### src/rtl/rv32_mem_pkg.sv
// Shared types and constants for the RV32I unified-memory port arbiter.
package rv32_mem_pkg;

    typedef enum logic [1:0] {
        IDLE    = 2'd0,
        IF_BUSY = 2'd1,
        D_BUSY  = 2'd2
    } arb_state_e;

    typedef enum logic {
        OWN_IF = 1'b0,
        OWN_D  = 1'b1
    } owner_e;

    localparam logic [2:0] FUNCT3_WORD = 3'b010;

    function automatic owner_e state_owner(input arb_state_e s);
        return (s == D_BUSY) ? OWN_D : OWN_IF;
    endfunction

endpackage

### src/rtl/arb_watchdog.sv
// Access timeout counter: counts busy cycles and flags expiry on the last allowed cycle.
module arb_watchdog #(
    parameter int TIMEOUT = 64
) (
    input  logic clk,
    input  logic rst,
    input  logic clear,
    input  logic enable,
    output logic expire
);
    localparam int CNT_W = (TIMEOUT > 2) ? $clog2(TIMEOUT) : 1;
    localparam logic [CNT_W-1:0] LAST = CNT_W'(TIMEOUT - 1);

    logic [CNT_W-1:0] count;

    // NOTE: reset is sampled on the clock edge, so it sits inside the clocked block only.
    always_ff @(posedge clk) begin
        if (!rst) begin
            count <= '0;
        end else if (clear) begin
            count <= '0;
        end else if (enable) begin
            count <= count + CNT_W'(1);
        end
    end

    assign expire = enable && (count == LAST);

endmodule

### src/rtl/mem_port_arbiter.sv
// Arbitrates the single-port unified memory between instruction fetch and load/store,
// data first with a bounded streak so fetch cannot starve.
module mem_port_arbiter
    import rv32_mem_pkg::*;
#(
    parameter int ADDR_W       = 32,
    parameter int DATA_W       = 32,
    parameter int MAX_D_STREAK = 4,
    parameter int TIMEOUT      = 64
) (
    input  logic              clk,
    input  logic              rst,
    input  logic              if_req,
    input  logic [ADDR_W-1:0] if_addr,
    output logic [DATA_W-1:0] if_rdata,
    output logic              if_valid,
    output logic              if_stall,
    input  logic              d_req,
    input  logic              d_we,
    input  logic [ADDR_W-1:0] d_addr,
    input  logic [DATA_W-1:0] d_wdata,
    input  logic [2:0]        d_funct3,
    output logic [DATA_W-1:0] d_rdata,
    output logic              d_valid,
    output logic              d_stall,
    output logic              mem_req,
    output logic              mem_we,
    output logic [ADDR_W-1:0] mem_addr,
    output logic [DATA_W-1:0] mem_wdata,
    output logic [2:0]        mem_funct3,
    input  logic              mem_ready,
    input  logic [DATA_W-1:0] mem_rdata,
    output logic              err
);
    localparam int STREAK_W = $clog2(MAX_D_STREAK + 1);
    localparam logic [STREAK_W-1:0] STREAK_MAX = STREAK_W'(MAX_D_STREAK);

    arb_state_e          state, state_next;
    owner_e              owner;
    logic [STREAK_W-1:0] streak;
    logic                busy, if_elig, d_elig, grant_d, grant_if, done, abort, wd_expire;

    assign if_stall = if_req && !if_valid;
    assign d_stall  = d_req && !d_valid;

    // A requester whose valid is high this cycle is still showing its finished request.
    assign if_elig = if_req && !if_valid;
    assign d_elig  = d_req && !d_valid;

    assign busy  = (state != IDLE);
    assign owner = state_owner(state);
    assign done  = busy && mem_ready;
    assign abort = wd_expire && !mem_ready;

    arb_watchdog #(.TIMEOUT(TIMEOUT)) u_watchdog (
        .clk    (clk),
        .rst    (rst),
        .clear  (!busy || mem_ready || wd_expire),
        .enable (busy),
        .expire (wd_expire)
    );

    always_comb begin
        // NOTE: every variable gets a default before the case, so no path can infer a latch.
        state_next = state;
        grant_d    = 1'b0;
        grant_if   = 1'b0;
        case (state)
            IDLE: begin
                grant_d  = d_elig && !((streak == STREAK_MAX) && if_elig);
                grant_if = if_elig && !grant_d;
                if (grant_d) begin
                    state_next = D_BUSY;
                end else if (grant_if) begin
                    state_next = IF_BUSY;
                end
            end
            IF_BUSY, D_BUSY: begin
                if (done || abort) state_next = IDLE;
            end
            default: state_next = IDLE;
        endcase
    end

    always_ff @(posedge clk) begin
        if (!rst) state <= IDLE;
        else      state <= state_next;
    end

    // NOTE: all state updates are non-blocking so every register sees pre-edge values.
    always_ff @(posedge clk) begin
        if (!rst) begin
            mem_req    <= 1'b0;
            mem_we     <= 1'b0;
            mem_addr   <= '0;
            mem_wdata  <= '0;
            mem_funct3 <= '0;
            if_rdata   <= '0;
            d_rdata    <= '0;
            if_valid   <= 1'b0;
            d_valid    <= 1'b0;
            err        <= 1'b0;
            streak     <= '0;
        end else begin
            if_valid <= 1'b0;
            d_valid  <= 1'b0;
            err      <= 1'b0;
            if (grant_d) begin
                mem_req    <= 1'b1;
                mem_we     <= d_we;
                mem_addr   <= d_addr;
                mem_wdata  <= d_wdata;
                mem_funct3 <= d_funct3;
                if (!if_req)                 streak <= '0;
                else if (streak != STREAK_MAX) streak <= streak + STREAK_W'(1);
            end else if (grant_if) begin
                mem_req    <= 1'b1;
                mem_we     <= 1'b0;
                mem_addr   <= if_addr;
                mem_wdata  <= '0;
                mem_funct3 <= FUNCT3_WORD;
                streak     <= '0;
            end else if (done) begin
                mem_req <= 1'b0;
                if (owner == OWN_D) begin
                    d_valid <= 1'b1;
                    if (!mem_we) d_rdata <= mem_rdata;
                end else begin
                    if_valid <= 1'b1;
                    if_rdata <= mem_rdata;
                end
            end else if (abort) begin
                mem_req <= 1'b0;
                err     <= 1'b1;
                if (owner == OWN_D) begin
                    d_valid <= 1'b1;
                    d_rdata <= '0;
                end else begin
                    if_valid <= 1'b1;
                    if_rdata <= '0;
                end
            end
        end
    end

endmodule

### config.mk
export PLATFORM = sky130hd
export DESIGN_NAME = mem_port_arbiter
export DESIGN_NICKNAME = d
export VERILOG_FILES = /design/src/rtl/rv32_mem_pkg.sv /design/src/rtl/arb_watchdog.sv /design/src/rtl/mem_port_arbiter.sv
export SDC_FILE = /design/constraint.sdc
export NUM_CORES = 1
export LEC_CHECK = 0
export ABC_AREA = 1
export BUFFER_PORTS_ARGS = -buffer_cell sky130_fd_sc_hd__buf_4
export CORE_MARGIN = 2
export CORE_UTILIZATION = 39
export CTS_CLUSTER_DIAMETER = 100
export CTS_CLUSTER_SIZE = 28
export DETAILED_ROUTE_END_ITERATION = 6
export PLACE_DENSITY = 0.67
export RECOVER_POWER = 25
export SLEW_MARGIN = 10
export SYNTH_ARGS = -nofsm -noshare
export SYNTH_HDL_FRONTEND = slang
export SYNTH_SLANG_ARGS = --single-unit
export TNS_END_PERCENT = 20
### constraint.sdc
create_clock -name clk -period 1.8 [get_ports clk]
set_input_delay 0.27 -clock clk [delete_from_list [all_inputs] [get_ports clk]]
set_output_delay 0.27 -clock clk [all_outputs]
set_load 0.05 [all_outputs]
==> results of run 1 <==
cells in the final DEF, fill, tap and decap left out, drive strengths merged:
cell type and n:
clkbuf 94, nor2 149, dfxtp 147, nand2 252
o21ai 3, clkinvlp 4, and3 1, nand4 59
ha 5, buf 229, nand3 44, inv 115
nor3 4, or2 1, bufinv 1, a21oi 42
a22oi 35, o21a 1, clkinv 4
stage by stage:
stage               power, W  std cells  util, %
finish                0.0102       1410     55.2
global route          0.0108       1410     55.2
CTS                   0.0104       1408     56.4
detailed placement   0.00696       1376     52.9
global placement     0.00694       1376     52.9
floorplan            0.00594        920        -
per-layer routing:
layer | wire length [µm] | GRT usage (%) | vias up
met5 | 0 | 0 | -
met4 | 312 | 7.03 | 0
met3 | 1670 | 7.08 | 20
met2 | 9120 | 35.0 | 247
met1 | 8390 | 26.4 | 2924
li1 | - | - | 3413
worst max-delay path, stage by stage, from the launching register on:
cell,delay [ps]
dfxtp_1,310
inv_1,70
ha_1,220
buf_4,200
o21ai_4,80
inv_2,70
buf_12,260
nand2_1,150
nand2_1,80
a21oi_1,60
registers in the layout, indices dropped and copies added (netlist names):
register,flops
if_valid,1
streak,3
d_valid,1
mem_we,1
state,2
mem_wdata,32
mem_req,1
u_watchdog.count,6
d_rdata,32
err,1
if_rdata,32
mem_addr,32
mem_funct3,3
power by group through the flow:
stage                     combinational (W)  clock, W  sequential, W
after detailed placement            0.00318         0        0.00377
after floorplan                     0.00122         0        0.00472
after global placement              0.00317         0        0.00377
after CTS                           0.00319   0.00350        0.00371
final                               0.00310   0.00343        0.00370
after global routing                0.00337   0.00365        0.00374
worst min-delay path by stage:
| stage | startpoint | to | slack (ps) | cells past startpoint |
|---|---|---|---|---|
| floorplan | u_watchdog.count[0]$_SDFFE_PP0N_ | u_watchdog.count[0]$_SDFFE_PP0N_ | 420 | 1 |
| global placement | u_watchdog.count[0]$_SDFFE_PP0N_ | u_watchdog.count[0]$_SDFFE_PP0N_ | 430 | 1 |
| detailed placement | u_watchdog.count[0]$_SDFFE_PP0N_ | u_watchdog.count[0]$_SDFFE_PP0N_ | 440 | 1 |
| CTS | d_wdata[0] | mem_wdata[0]$_SDFFE_PN0P_ | 70 | 3 |
| global route | d_wdata[20] | mem_wdata[20]$_SDFFE_PN0P_ | 70 | 3 |
| finish | d_wdata[20] | mem_wdata[20]$_SDFFE_PN0P_ | 80 | 3 |
logic make-up after synthesis:
logic type                 count (synthesis)
buffers and inverters                    177
DFF                                      147
adders and majority gates                  5
AOI/OAI and AO/OA                         81
and+or+nand+nor                          510
area by class of cell:
type	instances	share of cell area [%]
Sequential cell	147	32.4
Clock inverter	10	1.09
Multi-Input combinational cell	596	30.4
Clock buffer	22	5.22
Tap cell	220	3.03
Timing Repair Buffer	301	23.1
Inverter	114	4.83
repair_timing:
item	in CTS	in global routing
resized for setup	0	4
endpoints found under the hold margin	0	0
endpoints found under the setup margin	0	42
==> results.cfg, run 1 <==
[logic_synthesis]
ys_top_cells_by_area = dfxtp_1 (45%), nand2_1 (14%), nor2_1 (8.5%)
synth_top_area_share_pct = 45.2
synthAdderAreaFrac_pct = 0.961
synth_edf_count = 0
synth-async-reset-ratio_pct = 0
synth-seq-cells = 147
synth_mux_area_share_pct = 0
syn_nets = 1062
synth_most_common_cell = nand2_1
synth_compound_area_share_pct = 7.78
synth_top_family_by_area = simple AND/OR/NAND/NOR gates
yosysWarnings = 0
synth_cells = 920
syn-cell-area_um2 = 6510
synth_simple_gate_area_share_pct = 33.5
yosys.area.top_type = dfxtp_1
ys_seq_area_share_pct = 45.2
synth_commonest_cells = nand2_1 (249), dfxtp_1 (147), nor2_1 (147), inv_1 (108), nand4_1 (59)
syn_avg_cell_area_um2 = 7.08
synth_ff_type = dfxtp_1
synth_xor_area_share_pct = 0
ys_types = 27

[detailed_routing]
vias = 6604
drt-total-wl_um = 19500
drtIter0Drc = 489
routed_via_density = 4.68
wl_per_cell_um = 13.8
final_antenna_net_count = 0
drc_errors = 0
firstDrtPassIters = 7

[timing]
min_period_over_period_pct = 91.3
finalSetupViolations = 0
worst_pin_slew_ps = 668
fin_setup_tns_ps = 0
fmax_ghz = 0.609
slew_violations = 0
fin_hold_ws_ps = 83.4
clock_skew_ps = 8.38
slew_headroom_pct = 55.6
finalHoldViolCount = 0
setup_slack_ps = 157
layout_min_cycle_time_ps = 1640

[cells_and_area]
nets = 1319
diodes = 0
areaGrowthSynthToFinish_pct = 39.6
final_area_um2 = 9090
multiInputGateArea_um2 = 2760
seq_area_um2 = 2940
num-fill-cells = 1699
drive_gt1_share_pct = 23.3

[power_and_ir_drop]
ir_worst_vdd_v = 0.000652
p_switching_w = 0.00373
power_frac_comb_pct = 30.3
clock_power_share_pct = 33.5
switching_share_pct = 36.4
internal_power_w = 0.00651
power_density_nw_per_um2 = 1130
power_leakage_nw = 4.40
seq_power_share_pct = 36.2

[setup_path]
crit_path_start_kind = register
critical_path_arrival_ps = 1920
reg2reg_depth = 9
required_ps = 2080
setup.worst_path.end = streak[0]$_SDFFE_PN0P_
r2r_start = state[0]$_SDFFE_PN0P_
cp-startpoint = state[0]$_SDFFE_PN0P_
r2r_slack_ps = 160
critPathKind = register to register
end_kind = register
worstPathMaxFanout = 67
r2r-end = streak[0]$_SDFFE_PN0P_

[placed_design]
place_congestion = 0.782
dp_slack_ps = 140
dp_hpwl_um = 13600
placed_area_um2 = 8710
io_buffers = 274

[clock_tree]
clk-insertion-delay-late_ps = 420
htree_levels = 4
numCtsBuffers = 17
postCtsSetupBuffers = 0
postCtsHoldBufs = 0
cts-root-buf = clkbuf_16
cts.sinks = 147
cts_tree = yes
clk_pin_slew_ps = 60
clockBufferDepth = 2

[grt]
grt_max_degree = 68
grt_pass1_wl_um = 30300
grt_use_total_pct = 21.3
grt-ovfl-total = 0
grt_pass1_vias = 6014
antenna_found_initial = 0

[floorplanning]
fp-row-count = 47
fp.dieH_um = 133
ios = 275
core_area_um2 = 16500
die-area_um2 = 17700
die_w_um = 133
initial_core_util_pct = 39.5

[outcome]
status = finished, final reports clean

[min_path]
min_path_type = input pin to register

[flow_run]
drv_cap = 0
Note: power is estimated with default switching activity, not from simulation.
==> run 2: changes to the inputs <==
--- a/config.mk
+++ b/config.mk
@@ -12,6 +12,7 @@
 export CTS_CLUSTER_DIAMETER = 100
 export CTS_CLUSTER_SIZE = 28
 export DETAILED_ROUTE_END_ITERATION = 6
+export MAX_ROUTING_LAYER = met4
 export PLACE_DENSITY = 0.67
 export RECOVER_POWER = 25
 export SLEW_MARGIN = 10
==> results.cfg, run 2 (synthesized netlist as in run 1, its figures left out) <==
[cells_and_area]
multiInputGateArea_um2 = 2760
drive_gt1_share_pct = 23.3
mostFrequentLayoutCells = nand2_1 (249), buf_4 (223), nor2_1 (147), dfxtp_1 (147), inv_1 (108)
diodes = 0
final_area_um2 = 9090
num-fill-cells = 1697
seq_area_um2 = 2940
final_common_cell = nand2_1
nets = 1319
areaGrowthSynthToFinish_pct = 39.6

[setup_path]
critPathKind = register to register
crit_path_start_kind = register
r2r_slack_ps = 160
worstPathMaxFanout = 67
r2r-end = streak[0]$_SDFFE_PN0P_
crit_path_max_incr_delay_ps = 310
reg2reg_depth = 9
r2r_start = state[0]$_SDFFE_PN0P_
end_kind = register
required_ps = 2070
cp_cell_sequence = inv_1, ha_1, buf_4, o21ai_4, inv_2, buf_12, nand2_1, nand2_1, a21oi_1
worst_path_most_repeated_cell = nand2_1
critical_path_arrival_ps = 1920
critPathSlowestCell = dfxtp_1

[timing]
slew_headroom_pct = 55.6
clock_skew_ps = 8.40
layout_min_cycle_time_ps = 1640
slew_violations = 0
worst_pin_slew_ps = 668
min_period_over_period_pct = 91.3
fmax_ghz = 0.608
finalSetupViolations = 0
setup_slack_ps = 156
finalHoldViolCount = 0
fin_setup_tns_ps = 0

[grt]
antenna_found_initial = 0
grt_max_degree = 68
grt_pass1_wl_um = 30200
grt_use_total_pct = 21.9
grt-ovfl-total = 0
grt_pass1_vias = 6002

[placed_design]
io_buffers = 274
place_congestion = 0.793
dp_slack_ps = 140
dp_hpwl_um = 13600
placed_area_um2 = 8710

[power_and_ir_drop]
power_density_nw_per_um2 = 1130
power_frac_comb_pct = 30.3
power_leakage_nw = 4.40
internal_power_w = 0.00651
switching_share_pct = 36.4
ir_worst_vdd_v = 0.000646
clock_power_share_pct = 33.5
p_switching_w = 0.00372
seq_power_share_pct = 36.2

[clock_tree]
clk-insertion-delay-late_ps = 420
clockBufferDepth = 2
cts-root-buf = clkbuf_16
cts_tree = yes
postCtsSetupBuffers = 0
htree_levels = 4
numCtsBuffers = 17
clk_pin_slew_ps = 60
cts.sinks = 147

[detailed_routing]
firstDrtPassIters = 5
final_antenna_net_count = 0
drc_errors = 0
routed_via_density = 4.71
drt-total-wl_um = 19500
wl_per_cell_um = 13.8
vias = 6642
drtIter0Drc = 423

[floorplanning]
core_area_um2 = 16500
fp.dieH_um = 133
die_w_um = 133
initial_core_util_pct = 39.5
fp-row-count = 47
die-area_um2 = 17700
ios = 275

[min_path]
min_from = d_wdata[20]
hold_end = mem_wdata[20]$_SDFFE_PN0P_
whs_path_depth = 3
min_path_type = input pin to register

[outcome]
status = finished, final reports clean

[flow_run]
drv_cap = 0
-- run 2: cell counts in the layout (fill, tap and decap cells not counted) --
No cell type changed its count.
-- run 2: final cells by class --
cell class | instances | share of cell area (%)
inverter | 114 | 4.83
timing repair buffer | 301 | 23.1
tap | 220 | 3.03
multi-input combinational | 596 | 30.4
clock inverter | 10 | 1.09
sequential | 147 | 32.4
clock buffer | 22 | 5.22
-- run 2: through the flow --
| stage | hold slack, ps | total power [W] | std cells | util, % |
|---|---|---|---|---|
| detailed placement | 435 | 0.00696 | 1376 | 52.9 |
| floorplan | 417 | 0.00594 | 920 | - |
| finish | 86.0 | 0.0102 | 1410 | 55.2 |
| CTS | 69.4 | 0.0104 | 1408 | 56.4 |
| global placement | 435 | 0.00694 | 1376 | 52.9 |
| global route | 71.0 | 0.0108 | 1410 | 55.2 |
-- run 2: timing repair --
item,4_1_cts,5_1_grt
setup endpoints to repair,0,42
resized for setup,0,4
hold buffers,0,0
-- run 2: worst max-delay path by stage --
stage                                           end  depth (start not counted)  slack (ps)                   start
after detailed placement  mem_addr[25]$_SDFFE_PN0P_                         12         140  streak[0]$_SDFFE_PN0P_
after CTS                  mem_addr[3]$_SDFFE_PN0P_                         12         120  streak[0]$_SDFFE_PN0P_
after global routing         streak[2]$_SDFFE_PN0P_                         10          -7  streak[0]$_SDFFE_PN0P_
after global placement       streak[1]$_SDFFE_PN0P_                          9         180   state[0]$_SDFFE_PN0P_
final                        streak[0]$_SDFFE_PN0P_                          9         160   state[0]$_SDFFE_PN0P_
after floorplan                 mem_we$_SDFFE_PN0P_                          7          40     if_valid$_SDFF_PP0_
-- run 2: power by group through the flow --
| stage | logic [W] | clock network, W | registers (W) |
|---|---|---|---|
| 2_1_floorplan | 0.00122 | 0 | 0.00472 |
| 3_3_place_gp | 0.00317 | 0 | 0.00377 |
| 3_5_place_dp | 0.00318 | 0 | 0.00377 |
| 4_1_cts | 0.00319 | 0.00350 | 0.00371 |
| 5_1_grt | 0.00337 | 0.00365 | 0.00374 |
| 6_report | 0.00310 | 0.00343 | 0.00370 |
-- run 2: worst max-delay path: cells and delay by family, from the launching register on --
kind                     cells  cell delay [ps]
AND/OR/NAND/NOR              2              230
flip-flops                   1              310
AO/OA/AOI/OAI                2              140
adder cells (fa/ha/maj)      1              220
buffers and inverters        4              600
-- run 2: layer usage --
layer / vias up / GRT usage, % / wire length (µm)
met2: 269 / 34.9 / 9130
li1: 3413 / - / -
met5: - / - / 0
met4: 0 / 6.32 / 266
met3: 17 / 6.47 / 1660
met1: 2943 / 26.9 / 8420
